File: src/rtl/decoder_pkg.sv
// Shared execute-stage types: divider op encoding and FSM state, plus op-class helpers.
package decoder_pkg;

  typedef enum logic [1:0] {DIV_DIV, DIV_DIVU, DIV_REM, DIV_REMU} div_op_t;
  typedef enum logic [1:0] {IDLE, CALC, FIX, DONE} div_state_t;

  function automatic logic is_rem(div_op_t op);
    return (op == DIV_REM) || (op == DIV_REMU);
  endfunction

  function automatic logic is_signed_op(div_op_t op);
    return (op == DIV_DIV) || (op == DIV_REM);
  endfunction

endpackage

File: src/rtl/div_step.sv
// One restoring-division step: shift in the next dividend bit, then trial-subtract the divisor.
module div_step #(
  parameter int WIDTH = 32
) (
  input  logic [WIDTH-1:0] rem,
  input  logic             dvd_bit,
  input  logic [WIDTH-1:0] dvs,
  output logic [WIDTH-1:0] rem_nxt,
  output logic             q
);
  logic [WIDTH:0] sh, diff;

  // The shifted remainder can reach 2*dvs-1, so compare in WIDTH+1 bits.
  always_comb begin
    sh      = {rem, dvd_bit};
    diff    = sh - {1'b0, dvs};
    q       = ~diff[WIDTH];
    rem_nxt = q ? diff[WIDTH-1:0] : sh[WIDTH-1:0];
  end
endmodule

File: src/rtl/div.sv
// Iterative RV32M divider (DIV/DIVU/REM/REMU), one quotient bit per cycle.
// DIV_FAST_SPECIAL_EN: divide-by-zero and signed overflow finish in one cycle instead of WIDTH+2.
module div
  import decoder_pkg::*;
#(
  parameter int WIDTH = 32
) (
  input  logic             clk,
  input  logic             reset,
  input  logic             start,
  input  logic [WIDTH-1:0] a,
  input  logic [WIDTH-1:0] b,
  input  div_op_t          op,
  output logic             busy,
  output logic             done,
  output logic [WIDTH-1:0] res
);
  localparam int CW = (WIDTH > 2) ? $clog2(WIDTH) : 1;
  localparam logic [WIDTH-1:0] MIN_INT = {1'b1, {(WIDTH-1){1'b0}}};

  div_state_t       state;
  div_op_t          op_r;
  logic [CW-1:0]    cnt;
  logic [WIDTH-1:0] dvd, dvs, rem, sres;
  logic             neg_q, neg_r, spec_r;

  logic             sgn, a_neg, b_neg, div0, ovf;
  logic [WIDTH-1:0] a_mag, b_mag, spec_res, rem_nxt, q_fix, r_fix;
  logic             q_bit;

  // Magnitudes fit WIDTH unsigned bits: |MIN_INT| = 2^(WIDTH-1).
  always_comb begin
    sgn      = is_signed_op(op);
    a_neg    = sgn & a[WIDTH-1];
    b_neg    = sgn & b[WIDTH-1];
    a_mag    = a_neg ? (~a + 1'b1) : a;
    b_mag    = b_neg ? (~b + 1'b1) : b;
    div0     = (b == '0);
    ovf      = sgn && (a == MIN_INT) && (b == '1);
    spec_res = div0 ? (is_rem(op) ? a : '1) : (is_rem(op) ? '0 : MIN_INT);
    q_fix    = neg_q ? (~dvd + 1'b1) : dvd;
    r_fix    = neg_r ? (~rem + 1'b1) : rem;
  end

  div_step #(.WIDTH(WIDTH)) u_step (
    .rem     (rem),
    .dvd_bit (dvd[WIDTH-1]),
    .dvs     (dvs),
    .rem_nxt (rem_nxt),
    .q       (q_bit)
  );

  always_ff @(posedge clk) begin
    if (reset) begin
      state  <= IDLE;
      busy   <= 1'b0;
      done   <= 1'b0;
      res    <= '0;
      cnt    <= '0;
      op_r   <= DIV_DIV;
      dvd    <= '0;
      dvs    <= '0;
      rem    <= '0;
      sres   <= '0;
      neg_q  <= 1'b0;
      neg_r  <= 1'b0;
      spec_r <= 1'b0;
    end else begin
      case (state)
        IDLE, DONE: begin
          done <= 1'b0;
          if (start) begin
            op_r   <= op;
            neg_q  <= a_neg ^ b_neg;
            neg_r  <= a_neg;
            dvd    <= a_mag;
            dvs    <= b_mag;
            rem    <= '0;
            cnt    <= CW'(WIDTH-1);
            spec_r <= div0 | ovf;
            sres   <= spec_res;
`ifdef DIV_FAST_SPECIAL_EN
            if (div0 | ovf) begin
              state <= DONE;
              done  <= 1'b1;
              res   <= spec_res;
            end else begin
              state <= CALC;
              busy  <= 1'b1;
            end
`else
            state <= CALC;
            busy  <= 1'b1;
`endif
          end else begin
            state <= IDLE;
          end
        end
        CALC: begin
          // Quotient bits shift in behind the dividend bits being consumed.
          dvd <= {dvd[WIDTH-2:0], q_bit};
          rem <= rem_nxt;
          if (cnt == '0) state <= FIX;
          else           cnt   <= cnt - 1'b1;
        end
        FIX: begin
          res   <= spec_r ? sres : (is_rem(op_r) ? r_fix : q_fix);
          state <= DONE;
          busy  <= 1'b0;
          done  <= 1'b1;
        end
        default: begin
          state <= IDLE;
          busy  <= 1'b0;
          done  <= 1'b0;
        end
      endcase
    end
  end
endmodule
File: config.mk
export PLATFORM = sky130hd
export DESIGN_NAME = div
export DESIGN_NICKNAME = d
export VERILOG_FILES = /design/src/rtl/decoder_pkg.sv /design/src/rtl/div_step.sv /design/src/rtl/div.sv
export SDC_FILE = /design/constraint.sdc
export NUM_CORES = 1
export LEC_CHECK = 0
export CAP_MARGIN = 40
export CORE_ASPECT_RATIO = 1.1
export CORE_MARGIN = 8
export CORE_UTILIZATION = 40
export CTS_CLUSTER_DIAMETER = 60
export DETAILED_ROUTE_END_ITERATION = 7
export PLACE_DENSITY = 0.68
export SETUP_SLACK_MARGIN = 0.1
export SLEW_MARGIN = 20
export SYNTH_ARGS = -nofsm -noshare
export SYNTH_HDL_FRONTEND = slang
export SYNTH_SLANG_ARGS = --single-unit
File: constraint.sdc
create_clock -name clk -period 6.6 [get_ports clk]
set_input_delay 0.66 -clock clk [delete_from_list [all_inputs] [get_ports clk]]
set_output_delay 0.66 -clock clk [all_outputs]
set_load 0.02 [all_outputs]
**After elaboration in Yosys (flattened, before gate mapping)**

Cells that the tools add are included.

- Register bits after elaboration: 174
- Bits of input ports: 69
- Output and inout bits: 34
- Word-level logic and storage cells: 79

- $add $sub $neg: 6
- Equality and inequality tests: 12
- Mux-type cells: 23
- Bitwise gates (word level): 9
- Reduce and logical (&&, ||, !) cells: 16

Operators by type and width:

| kind | number |
|---|---|
| two-way mux 32 bit | 12 |
| adder 32 x 1 -> 32 bit (second input constant) | 4 |
| inverter 32 bit | 4 |
| one-hot mux 32 bit (2 select lines) | 2 |
| == test 32 bit (second input constant) | 2 |
| subtractor 33 x 32 -> 33 bit | 1 |
| zero test 32 bit | 1 |
| == test 2 bit (second input constant) | 6 |
| two-way mux 5 bit | 2 |
| one-hot mux 5 bit (2 select lines) | 1 |
| inequality test 2 bit (second input constant) | 3 |
| one-hot mux 2 bit (3 select lines) | 1 |
| AND reduction 2 bit | 3 |
| zero test 5 bit | 1 |
| subtractor 5 x 1 -> 5 bit (second input constant) | 1 |
| zero test 2 bit | 2 |
| one-hot mux 1 bit (2 select lines) | 2 |
| nonzero test 2 bit | 2 |
| logical OR 1 bit | 3 |
| AND reduction 3 bit | 1 |
| bitwise AND 1 bit | 2 |
| == test 2 x 1 -> 1 bit (second input constant) | 1 |
| logical AND 1 bit | 2 |
| two-way mux 1 bit | 2 |
| other kinds (5) | 5 |

**Longest topological paths before layout**

Gate-level depths: netlist of the first run.

- Word-level depth: 6
- Depth in mapped cells: 13
- Mapped depth without buffers: 12

**Modules after synthesis**

From an unflattened synthesis of the first run, not the netlist that was laid out.

- Cells, all modules: 1,618
- Area, all modules: 12,445.7 µm²

Modules (own cells, without submodules):

| module | instances | cells each | area an instance (µm²) |
|---|---|---|---|
| div | 1 | 1,313 | 10,087.2 |
| div_step | 1 | 305 | 2,358.5 |

**Worst setup path after synthesis of the first run**

OpenSTA, ideal clock, no wires.

- Kind: reg-to-reg
- Start: reg dvd[31]
- End: reg rem[27]
- Library setup time: 128 ps
- Arrival: 2,846 ps
- Required time: 6,472 ps
- Setup slack: 3,625 ps
- Cell stages (with the launch flop): 14
- Path buffers: 1
- Path through: dfxtp_1 -> inv_1 -> ha_1 -> fa_1 -> nor2b_1 -> o211ai_1 -> a211oi_2 -> o21ai_0 -> nand2_1 -> o221ai_1 -> xnor2_4 -> buf_2 -> mux2i_1 -> o21ai_0

- Longest elaborated chain between the ends: 3

RTL lines:

| element | RTL line | RTL |
|---|---|---|
| start, declared | div.sv:24 | `logic [WIDTH-1:0] dvd, dvs, rem, sres;` |
| start signal, assigned | div.sv:76 | `dvd <= a_mag;` |
| start signal, assigned | div.sv:101 | `dvd <= {dvd[WIDTH-2:0], q_bit};` |
| subtractor 33 x 32 -> 33 bit | div_step.sv:16 | `diff = sh - {1'b0, dvs};` |
| two-way mux 32 bit | div_step.sv:18 | `rem_nxt = q ? diff[WIDTH-1:0] : sh[WIDTH-1:0];` |
| one-hot mux 32 bit (2 select lines) | div.sv:69 | `case (state)` |
| end signal, assigned | div.sv:102 | `rem <= rem_nxt;` |
| end, declared | div.sv:24 |  |

Every way passes these cells.
A chain may end at the register's enable or synchronous reset.

**Worst setup path in the final report of the first run**

- Start: reg rem[0]
- End: reg rem[21]

- Longest elaborated chain between the ends: 3

RTL lines:

| element | RTL line |
|---|---|
| subtractor 33 x 32 -> 33 bit | div_step.sv:16 |
| two-way mux 32 bit | div_step.sv:18 |
| one-hot mux 32 bit (2 select lines) | div.sv:69 |

Every way passes these cells.

==> results of run 1 <==
metrics by stage:
step	util (%)	setup slack [ns]	area (sq um)	power, mW
after floorplan	-	3.63	12000	2.92
after global placement	44.5	2.58	13100	3.53
after detailed placement	44.7	2.50	13200	3.58
after CTS	46.5	2.63	13700	4.54
after global routing	46.7	2.39	13800	4.87
final	46.7	2.66	13800	4.55
state kept, by name, summed over array words and instances, names as in the netlist:
name	cells
op_r	1
rem	32
dvd	32
busy	1
neg_r	1
res	32
done	1
state	2
spec_r	1
sres	32
neg_q	1
cnt	5
dvs	32
routing by layer:
| metal | up-vias | GRT usage (%) | share of wire [%] |
|---|---|---|---|
| li1 | 5772 | - | - |
| met1 | 5469 | 26.1 | 45 |
| met2 | 373 | 32.9 | 47 |
| met3 | 41 | 3.00 | 5.7 |
| met4 | 0 | 5.96 | 1.9 |
| met5 | - | 0 | 0 |
worst max-delay path, stage by stage, from the launching register on:
cell and delay (ns):
dfxtp_1 0.47, inv_1 0.14, fa_1 0.44, nor2b_1 0.21, o211ai_1 0.18, a211oi_2 0.39
o21ai_0 0.19, nand2_1 0.11, o221ai_1 0.24, xnor2_4 0.69, buf_4 0.43, mux2i_1 0.24
o21ai_0 0.09
cells in the final DEF (no fill, tap or decap), types with 18 or more instances in the layout:
cell             instances
a21o_1                  18
xnor2_1                 82
nor2_1                 144
dfxtp_1                171
o211ai_1                28
o31ai_1                 29
nand4_1                 18
o21ai_0                 91
a211oi_1                82
mux2i_1                 36
nand2_1                204
nand2b_1                40
nor3_1                  30
clkdlybuf4s50_1        101
inv_1                   56
nand3_1                 45
a21oi_1                164
xor2_1                  59
ha_1                    41
cell type report:
type / count / area (sq um)
Multi-Input combinational cell: 1266 / 7870
Fill cell: 2954 / 15800
Clock inverter: 11 / 86.3
Clock buffer: 19 / 443
Inverter: 57 / 214
Timing Repair Buffer: 124 / 1260
Tap cell: 374 / 468
Sequential cell: 173 / 3470
where the power goes:
group	total [mW]	leakage (nW)	switching [mW]	internal [mW]
clock	0.956	0.250	0.462	0.494
sequential	1.46	1.41	0.207	1.25
combinational	2.13	3.25	1.32	0.819
total	4.55	4.92	1.98	2.57
worst max-delay path by stage:
stage / start / end / slack, ns / depth (start not counted)
3_5_place_dp: a[4] / dvd[26] / 2.50 / 10
6_report: rem[0] / rem[21] / 2.66 / 12
2_1_floorplan: dvd[31] / rem[27] / 3.63 / 13
5_1_grt: rem[0] / rem[27] / 2.39 / 12
3_3_place_gp: a[4] / dvd[28] / 2.58 / 10
4_1_cts: rem[0] / rem[21] / 2.63 / 12
logic make-up (layout without fill, tap and decap cells):
group / count (synthesis) / in the layout / share of synthesized area (%)
AND/OR/NAND/NOR: 570 / 570 / 22.6
AO/OA/AOI/OAI: 475 / 475 / 24.9
flip-flops: 173 / 173 / 28.9
buffers and inverters: 164 / 211 / 5.56
XOR/XNOR: 142 / 142 / 10.5
adder cells (fa/ha/maj): 43 / 43 / 4.55
multiplexers: 36 / 36 / 3.01
==> flow_metrics.env, run 1 <==
export IMPL_worstPathArrival_ns=4.25
export IMPL_synth_distinct_cells=69
export IMPL_max_freq_ghz=0.254
export IMPL_die_x_um=181
export IMPL_post_cts_buffers=0
export IMPL_hold_start="sres[0]"
export IMPL_hold_buffers=0
export IMPL_clock_skew_ns=0.0168
export IMPL_p_leak_nw=4.92
export IMPL_htreeDepth=4
export IMPL_ys_seq_elements=173
export IMPL_wl_per_cell_um=17.8
export IMPL_drt_iter0_drc=932
export IMPL_die_area_sq_um=35800
export IMPL_portBuffers=102
export IMPL_syn_area_per_cell_sq_um=7.48
export IMPL_root_buffer="clkbuf_16"
export IMPL_coreArea_sq_um=29600
export IMPL_clk_latency_ns=0.44
export IMPL_first_pass_iters=7
export IMPL_syn_inst=1603
export IMPL_status="finished, final reports clean"
export IMPL_max_slew_margin_pct=46.0
export IMPL_reg2reg_to="rem[21]"
export IMPL_grtUsageTotal_pct=19.8
export IMPL_grt_antenna_before_repair=0
export IMPL_drt_vias_per_instance=5.76
export IMPL_hold_viol=0
export IMPL_io_pin_count=103
export IMPL_synth_top_cell_area_share_pct=28.9
export IMPL_synth_flop_cell="dfxtp_1"
export IMPL_synth_edf_count=0
export IMPL_hold_path_depth=2
export IMPL_worst_pin_slew_ns=0.810
export IMPL_synth_most_common_cell="nand2_1"
export IMPL_synth_nets=1715
export IMPL_drv_cap=0
export IMPL_cp_end_kind="flop"
export IMPL_required_ns=6.91
export IMPL_ff2ff_path_depth=12
export IMPL_rows=66
export IMPL_hpwlAfterDp_um=25900
export IMPL_whs_ns=0.452
export IMPL_die_y_um=198
export IMPL_crit_fanout=19
export IMPL_ys_seq_area_share_pct=28.9
export IMPL_cts_resized=0
export IMPL_power_density_nw_per_um2=330
export IMPL_ant_nets=0
export IMPL_vias=11655
export IMPL_grt_max_degree=81
export IMPL_synth_common_cells="204 x nand2_1, 173 x dfxtp_1, 165 x a21oi_1, 145 x nor2_1, 91 x o21ai_0"
export IMPL_syn_cell_area_sq_um=12000
export IMPL_hold_class="flop to flop"
export IMPL_cts_path_max_buffers=2
export IMPL_grt_overflow_total=0
export IMPL_start_util_pct=40.5
export IMPL_clkSlewWorstSetupHoldPaths_ns=0.07
export IMPL_post_route_period_util_pct=59.7
export IMPL_cts_tree="done"
export IMPL_slew_viol_final=0
export IMPL_path_class="flop to flop"
export IMPL_worst_setup_path_start_kind="flop"
export IMPL_wl_um=36100
export IMPL_period_minus_slack_ns=3.94
export IMPL_rsz0062_at_grt="false"
export IMPL_grt_pass1_vias=10905
export IMPL_cts_sinks=173
export IMPL_dp_cells=1990
export IMPL_nNetsFinal=1751
export IMPL_diodes=0
export IMPL_place_congestion=0.891
export IMPL_setup_viol=0
export IMPL_cts_buffers=17
export IMPL_reg2reg_from="rem[0]"
export IMPL_syn2layout_area_growth_pct=15.2
export IMPL_ys_async_sr_fraction_pct=0
export IMPL_drive_gt1_share_pct=5.09
export IMPL_hold_path_end="sres[0]"
export IMPL_instances_no_fill=2024
export IMPL_synth_area_leaders="dfxtp_1 29%, a21oi_1 6.9%, nand2_1 6.4%"
export IMPL_ir_drop_v=0.000168
export IMPL_synth_top_cell_by_area="dfxtp_1"
export IMPL_drcViolationCount=0
export IMPL_reg2reg_slack_ns=2.66
export IMPL_fin_setup_tns_ns=0
export IMPL_grt_pass1_wl_um=58300
export IMPL_synth_warnings=0
Power figures use the tool's default switching activity.
==> run 2, diff against run 1 <==
==> constraint.sdc (replaced) <==
create_clock -name clk -period 4 [get_ports clk]
set_input_delay 0.4 -clock clk [delete_from_list [all_inputs] [get_ports clk]]
set_output_delay 0.4 -clock clk [all_outputs]
set_load 0.02 [all_outputs]
==> run 2 against run 1 <==
Utilization grew 0.72 points. Clock-buffer cell count decreased by 1. Combinational power increased by 63%. Clock power up 80%.
==> flow_metrics.env, run 2 (synthesis gave the netlist of run 1 again) <==
export IMPL_cts_tree="done"
export IMPL_grt_overflow_total=0
export IMPL_multi_input_area_sq_um=7870
export IMPL_die_area_sq_um=35800
export IMPL_die_x_um=181
export IMPL_hold_start="reset"
export IMPL_crit_fanout=9
export IMPL_n_fill_cell=2984
export IMPL_cts_sinks=173
export IMPL_total_power_mw=7.64
export IMPL_hold_path_depth=2
export IMPL_grt_max_degree=76
export IMPL_required_ns=4.37
export IMPL_cts_resized=0
export IMPL_path_cells="inv_1, ha_1, and4_1, nand4_1, a2111oi_0, nor2_1, a21oi_1, nor4_1, a2111oi_0, mux2i_1, o21ai_0"
export IMPL_drcViolationCount=0
export IMPL_max_slew_margin_pct=42.4
export IMPL_grtUsageTotal_pct=19.9
export IMPL_final_common_cell="nand2_1"
export IMPL_fin_setup_tns_ns=0
export IMPL_ff2ff_path_depth=11
export IMPL_worst_setup_path_start_kind="flop"
export IMPL_die_y_um=198
export IMPL_htreeDepth=4
export IMPL_crit_top_cell="a2111oi_0"
export IMPL_ir_drop_v=0.000284
export IMPL_post_route_period_util_pct=87.3
export IMPL_clk_latency_ns=0.45
export IMPL_diodes=0
export IMPL_grt_antenna_before_repair=0
export IMPL_reg2reg_to="rem[31]"
export IMPL_cp_slowest_cell="a2111oi_0"
export IMPL_slew_viol_final=0
export IMPL_wl_um=36200
export IMPL_reg2reg_slack_ns=0.51
export IMPL_start_util_pct=40.5
export IMPL_setup_viol=0
export IMPL_mostFrequentLayoutCells="204 x nand2_1, 171 x dfxtp_1, 164 x a21oi_1, 144 x nor2_1, 101 x clkdlybuf4s50_1"
export IMPL_cp_end_kind="flop"
export IMPL_io_pin_count=103
export IMPL_first_pass_iters=5
export IMPL_worstPathArrival_ns=3.86
export IMPL_ant_nets=0
export IMPL_slowest_delay_ns=0.72
export IMPL_clkSlewWorstSetupHoldPaths_ns=0.07
export IMPL_syn2layout_area_growth_pct=17.0
export IMPL_max_freq_ghz=0.286
export IMPL_status="finished, final reports clean"
export IMPL_portBuffers=102
export IMPL_grt_pass1_wl_um=58300
export IMPL_period_minus_slack_ns=3.49
export IMPL_hpwlAfterDp_um=26700
export IMPL_cts_path_max_buffers=2
export IMPL_clock_skew_ns=0.0165
export IMPL_wl_per_cell_um=17.7
export IMPL_drv_cap=0
export IMPL_crit_family="compound AO/OA/AOI/OAI gates"
export IMPL_hold_path_end="done"
export IMPL_drive_gt1_share_pct=6.34
export IMPL_path_class="flop to flop"
export IMPL_drt_vias_per_instance=5.69
export IMPL_place_congestion=0.891
export IMPL_critPathBufInv=1
export IMPL_register_area_sq_um=3470
export IMPL_rows=66
export IMPL_grt_pass1_vias=10816
export IMPL_rsz0062_at_grt="false"
export IMPL_reg2reg_from="dvs[14]"
export IMPL_nNetsFinal=1770
export IMPL_hold_buffers=0
export IMPL_power_density_nw_per_um2=545
export IMPL_root_buffer="clkbuf_16"
export IMPL_coreArea_sq_um=29600
export IMPL_drt_iter0_drc=1082
export IMPL_post_cts_buffers=0
export IMPL_hold_viol=0
export IMPL_hold_class="input pin to flop"
export IMPL_p_leak_nw=5.07
export IMPL_fin_util_pct=47.4
export IMPL_worst_pin_slew_ns=0.843
export IMPL_cts_buffers=17
export IMPL_vias=11627
## run 2: changes by cell type in the layout (fill, tap and decap cells not counted), moves of 2 or more
cell        delta
buf_4         +20
clkinvlp_4     -4
inv_8          +4
clkinv_4       +3
clkinv_2       -2
## run 2: worst max path at each step
stage / start / end / slack [ns] / depth (start not counted)
after detailed placement: b[9] / spec_r / 0.54 / 10
after global routing: dvs[17] / rem[31] / 0.26 / 11
after global placement: b[9] / dvs[29] / 0.58 / 10
after CTS: dvs[14] / rem[31] / 0.61 / 11
final: dvs[14] / rem[31] / 0.51 / 11
after floorplan: dvd[31] / rem[27] / 1.03 / 13
## run 2: cell type report
type                    count  area share (%)
repair buffers            143            9.97
flip-flops and latches    173            24.7
clock buffers              18            3.13
clock inverters            14            1.17
multi-input cells        1266            56.1
well taps                 374            3.34
inverters                  57            1.53
## run 2: where the power goes
part / internal, mW / switching (mW)
logic: 1.34 / 2.15
clock network: 0.912 / 0.812
registers: 2.07 / 0.370
total: 4.31 / 3.33
## run 2: layer usage
layer  GRT usage, %  routed length (um)  part of all wire, %
met5              0                   0                    0
met2           32.6               16800                   46
met1           26.6               16800                   46
met4           6.29                 724                  2.0
met3           2.89                1930                  5.3
## run 2: through the flow
step | setup slack, ns | area, sq um | hold slack (ns) | instances
floorplan | 1.03 | 12000 | 0.427 | 1603
global placement | 0.580 | 13300 | 0.433 | 2008
detailed placement | 0.537 | 13400 | 0.440 | 2011
CTS | 0.606 | 14000 | 0.377 | 2043
global route | 0.260 | 14000 | 0.407 | 2045
finish | 0.508 | 14000 | 0.395 | 2045
==> run 3, diff against run 2 <==
--- a/config.mk
+++ b/config.mk
@@ -5,7 +5,7 @@
 export SDC_FILE = /design/constraint.sdc
 export NUM_CORES = 1
 export LEC_CHECK = 0
-export CAP_MARGIN = 40
+export ABC_AREA = 0
 export CORE_ASPECT_RATIO = 1.1
 export CORE_MARGIN = 8
 export CORE_UTILIZATION = 40
@@ -13,7 +13,7 @@
 export DETAILED_ROUTE_END_ITERATION = 7
 export PLACE_DENSITY = 0.68
 export SETUP_SLACK_MARGIN = 0.1
-export SLEW_MARGIN = 20
+export SLEW_MARGIN = 10
 export SYNTH_ARGS = -nofsm -noshare
 export SYNTH_HDL_FRONTEND = slang
 export SYNTH_SLANG_ARGS = --single-unit
==> run 3 against run 2 <==
Largest power group unchanged. Wire length grew 0.55%. Final cell count shrank 0.24%. Setup slack gained 0.085 ns. Via count grew 0.77%. Cell area shrank 0.72%. Utilization shrank 0.34 points. Largest cell class unchanged.
==> flow_metrics.env, run 3 (synthesis gave the netlist of run 1 again) <==
export IMPL_p_sw_share_pct=44.0
export IMPL_max_slew_margin_pct=19.4
export IMPL_grt_pass1_wl_um=58500
export IMPL_hold_class="input pin to flop"
export IMPL_clk_latency_ns=0.44
export IMPL_period_minus_slack_ns=3.41
export IMPL_diodes=0
export IMPL_p_leak_nw=5.01
export IMPL_slowest_delay_ns=0.66
export IMPL_hold_path_depth=2
export IMPL_switchingPower_mw=3.34
export IMPL_path_cells="inv_1, ha_1, and4_1, nand4_1, a2111oi_0, nor2_1, a21oi_1, nor4_1, a2111oi_0, mux2i_1, o21ai_0"
export IMPL_worst_pin_slew_ns=1.21
export IMPL_die_x_um=181
export IMPL_critPathBufInv=1
export IMPL_cts_sinks=173
export IMPL_p_int_mw=4.25
export IMPL_crit_top_cell="a2111oi_0"
export IMPL_nNetsFinal=1765
export IMPL_rsz0062_at_grt="false"
export IMPL_hpwlAfterDp_um=26700
export IMPL_cts_path_max_buffers=2
export IMPL_reg2reg_slack_ns=0.59
export IMPL_hold_start="reset"
export IMPL_fin_setup_tns_ns=0
export IMPL_syn2layout_area_growth_pct=16.1
export IMPL_die_area_sq_um=35800
export IMPL_coreArea_sq_um=29600
export IMPL_total_power_mw=7.59
export IMPL_reg2reg_from="dvs[17]"
export IMPL_clkSlewWorstSetupHoldPaths_ns=0.07
export IMPL_status="finished, final reports clean"
export IMPL_drt_iter0_drc=1118
export IMPL_dp_slack_ns=0.525
export IMPL_place_congestion=0.891
export IMPL_crit_family="compound AO/OA/AOI/OAI gates"
export IMPL_mostFrequentLayoutCells="204 x nand2_1, 171 x dfxtp_1, 164 x a21oi_1, 144 x nor2_1, 101 x clkdlybuf4s50_1"
export IMPL_htreeDepth=4
export IMPL_clockPowerShare_pct=22.2
export IMPL_seq_power_share_pct=32.4
export IMPL_grtUsageTotal_pct=19.8
export IMPL_die_y_um=198
export IMPL_cts_buffers=17
export IMPL_reg2reg_to="rem[31]"
export IMPL_wl_um=36400
export IMPL_cp_slowest_cell="a2111oi_0"
export IMPL_worstPathArrival_ns=3.76
export IMPL_final_common_cell="nand2_1"
export IMPL_hold_viol=0
export IMPL_drive_gt1_share_pct=6.06
export IMPL_portBuffers=102
export IMPL_max_freq_ghz=0.294
export IMPL_cp_end_kind="flop"
export IMPL_root_buffer="clkbuf_16"
export IMPL_setup_viol=0
export IMPL_ir_drop_v=0.000268
export IMPL_hold_path_end="done"
export IMPL_setup_slack_ns=0.593
export IMPL_slew_viol_final=0
export IMPL_drcViolationCount=0
export IMPL_wl_per_cell_um=17.9
export IMPL_ant_nets=0
export IMPL_post_route_period_util_pct=85.2
export IMPL_drv_cap=0
export IMPL_ff2ff_path_depth=11
export IMPL_io_pin_count=103
export IMPL_post_cts_buffers=0
export IMPL_cts_resized=0
export IMPL_power_density_nw_per_um2=546
export IMPL_drt_vias_per_instance=5.74
export IMPL_hold_buffers=0
export IMPL_cts_tree="done"
export IMPL_crit_fanout=9
export IMPL_start_util_pct=40.5
export IMPL_grt_overflow_total=0
export IMPL_first_pass_iters=5
export IMPL_grt_antenna_before_repair=0
export IMPL_pwr_share_comb_pct=45.4
export IMPL_required_ns=4.36
export IMPL_vias=11716
export IMPL_rows=66
export IMPL_grt_pass1_vias=10964
export IMPL_clock_skew_ns=0.0146
export IMPL_worst_setup_path_start_kind="flop"
export IMPL_path_class="flop to flop"
export IMPL_grt_max_degree=108
run 3: final cells by class:
cell class | count | area, sq um
clock buffer | 19 | 453
clock inverter | 13 | 145
fill | 2987 | 15600
inverter | 57 | 214
multi-input combinational | 1266 | 7870
sequential | 173 | 3470
tap | 374 | 468
timing repair buffer | 138 | 1300
run 3: per-stage QoR:
step	hold WS, ns	utilization, %	std cells	instance area, sq um
finish	0.414	47.1	2040	13900
global route	0.422	47.1	2040	13900
CTS	0.378	47.1	2040	13900
detailed placement	0.440	45.0	2008	13300
global placement	0.433	45.0	2008	13300
floorplan	0.427	-	1603	12000
run 3: worst max path at each step:
stage	startpoint	end	slack, ns	depth (start not counted)
2_1_floorplan	dvd[31]	rem[27]	1.03	13
3_3_place_gp	b[9]	dvs[29]	0.58	10
3_5_place_dp	b[9]	dvs[29]	0.53	10
4_1_cts	dvs[17]	rem[31]	0.63	11
5_1_grt	dvd[0]	res[25]	0.25	9
6_report	dvs[17]	rem[31]	0.59	11
run 3: per-layer routing:
| metal | global-route usage (%) | wire length (um) | part of all wire, % | up-vias |
|---|---|---|---|---|
| met3 | 2.94 | 2240 | 6.1 | 60 |
| met1 | 26.5 | 16600 | 46 | 5432 |
| li1 | - | - | - | 5811 |
| met4 | 7.87 | 1060 | 2.9 | 0 |
| met2 | 31.9 | 16500 | 45 | 413 |
| met5 | 0 | 0 | 0 | - |
run 3: power groups by stage:
| stage | combinational, mW | clock, mW | sequential [mW] |
|---|---|---|---|
| final | 3.45 | 1.68 | 2.46 |
| after global routing | 3.80 | 1.78 | 2.51 |
| after CTS | 3.43 | 1.72 | 2.45 |
| after detailed placement | 3.40 | 0 | 2.49 |
| after global placement | 3.36 | 0 | 2.47 |
| after floorplan | 2.38 | 0 | 2.44 |
run 3: worst reg2reg max path, stage by stage (launching register included):
cell and delay (ns):
dfxtp_1 0.34, inv_1 0.07, ha_1 0.43, and4_1 0.32, nand4_1 0.16, a2111oi_0 0.66, nor2_1 0.15, a21oi_1 0.29
nor4_1 0.10, a2111oi_0 0.51, mux2i_1 0.15, o21ai_0 0.16
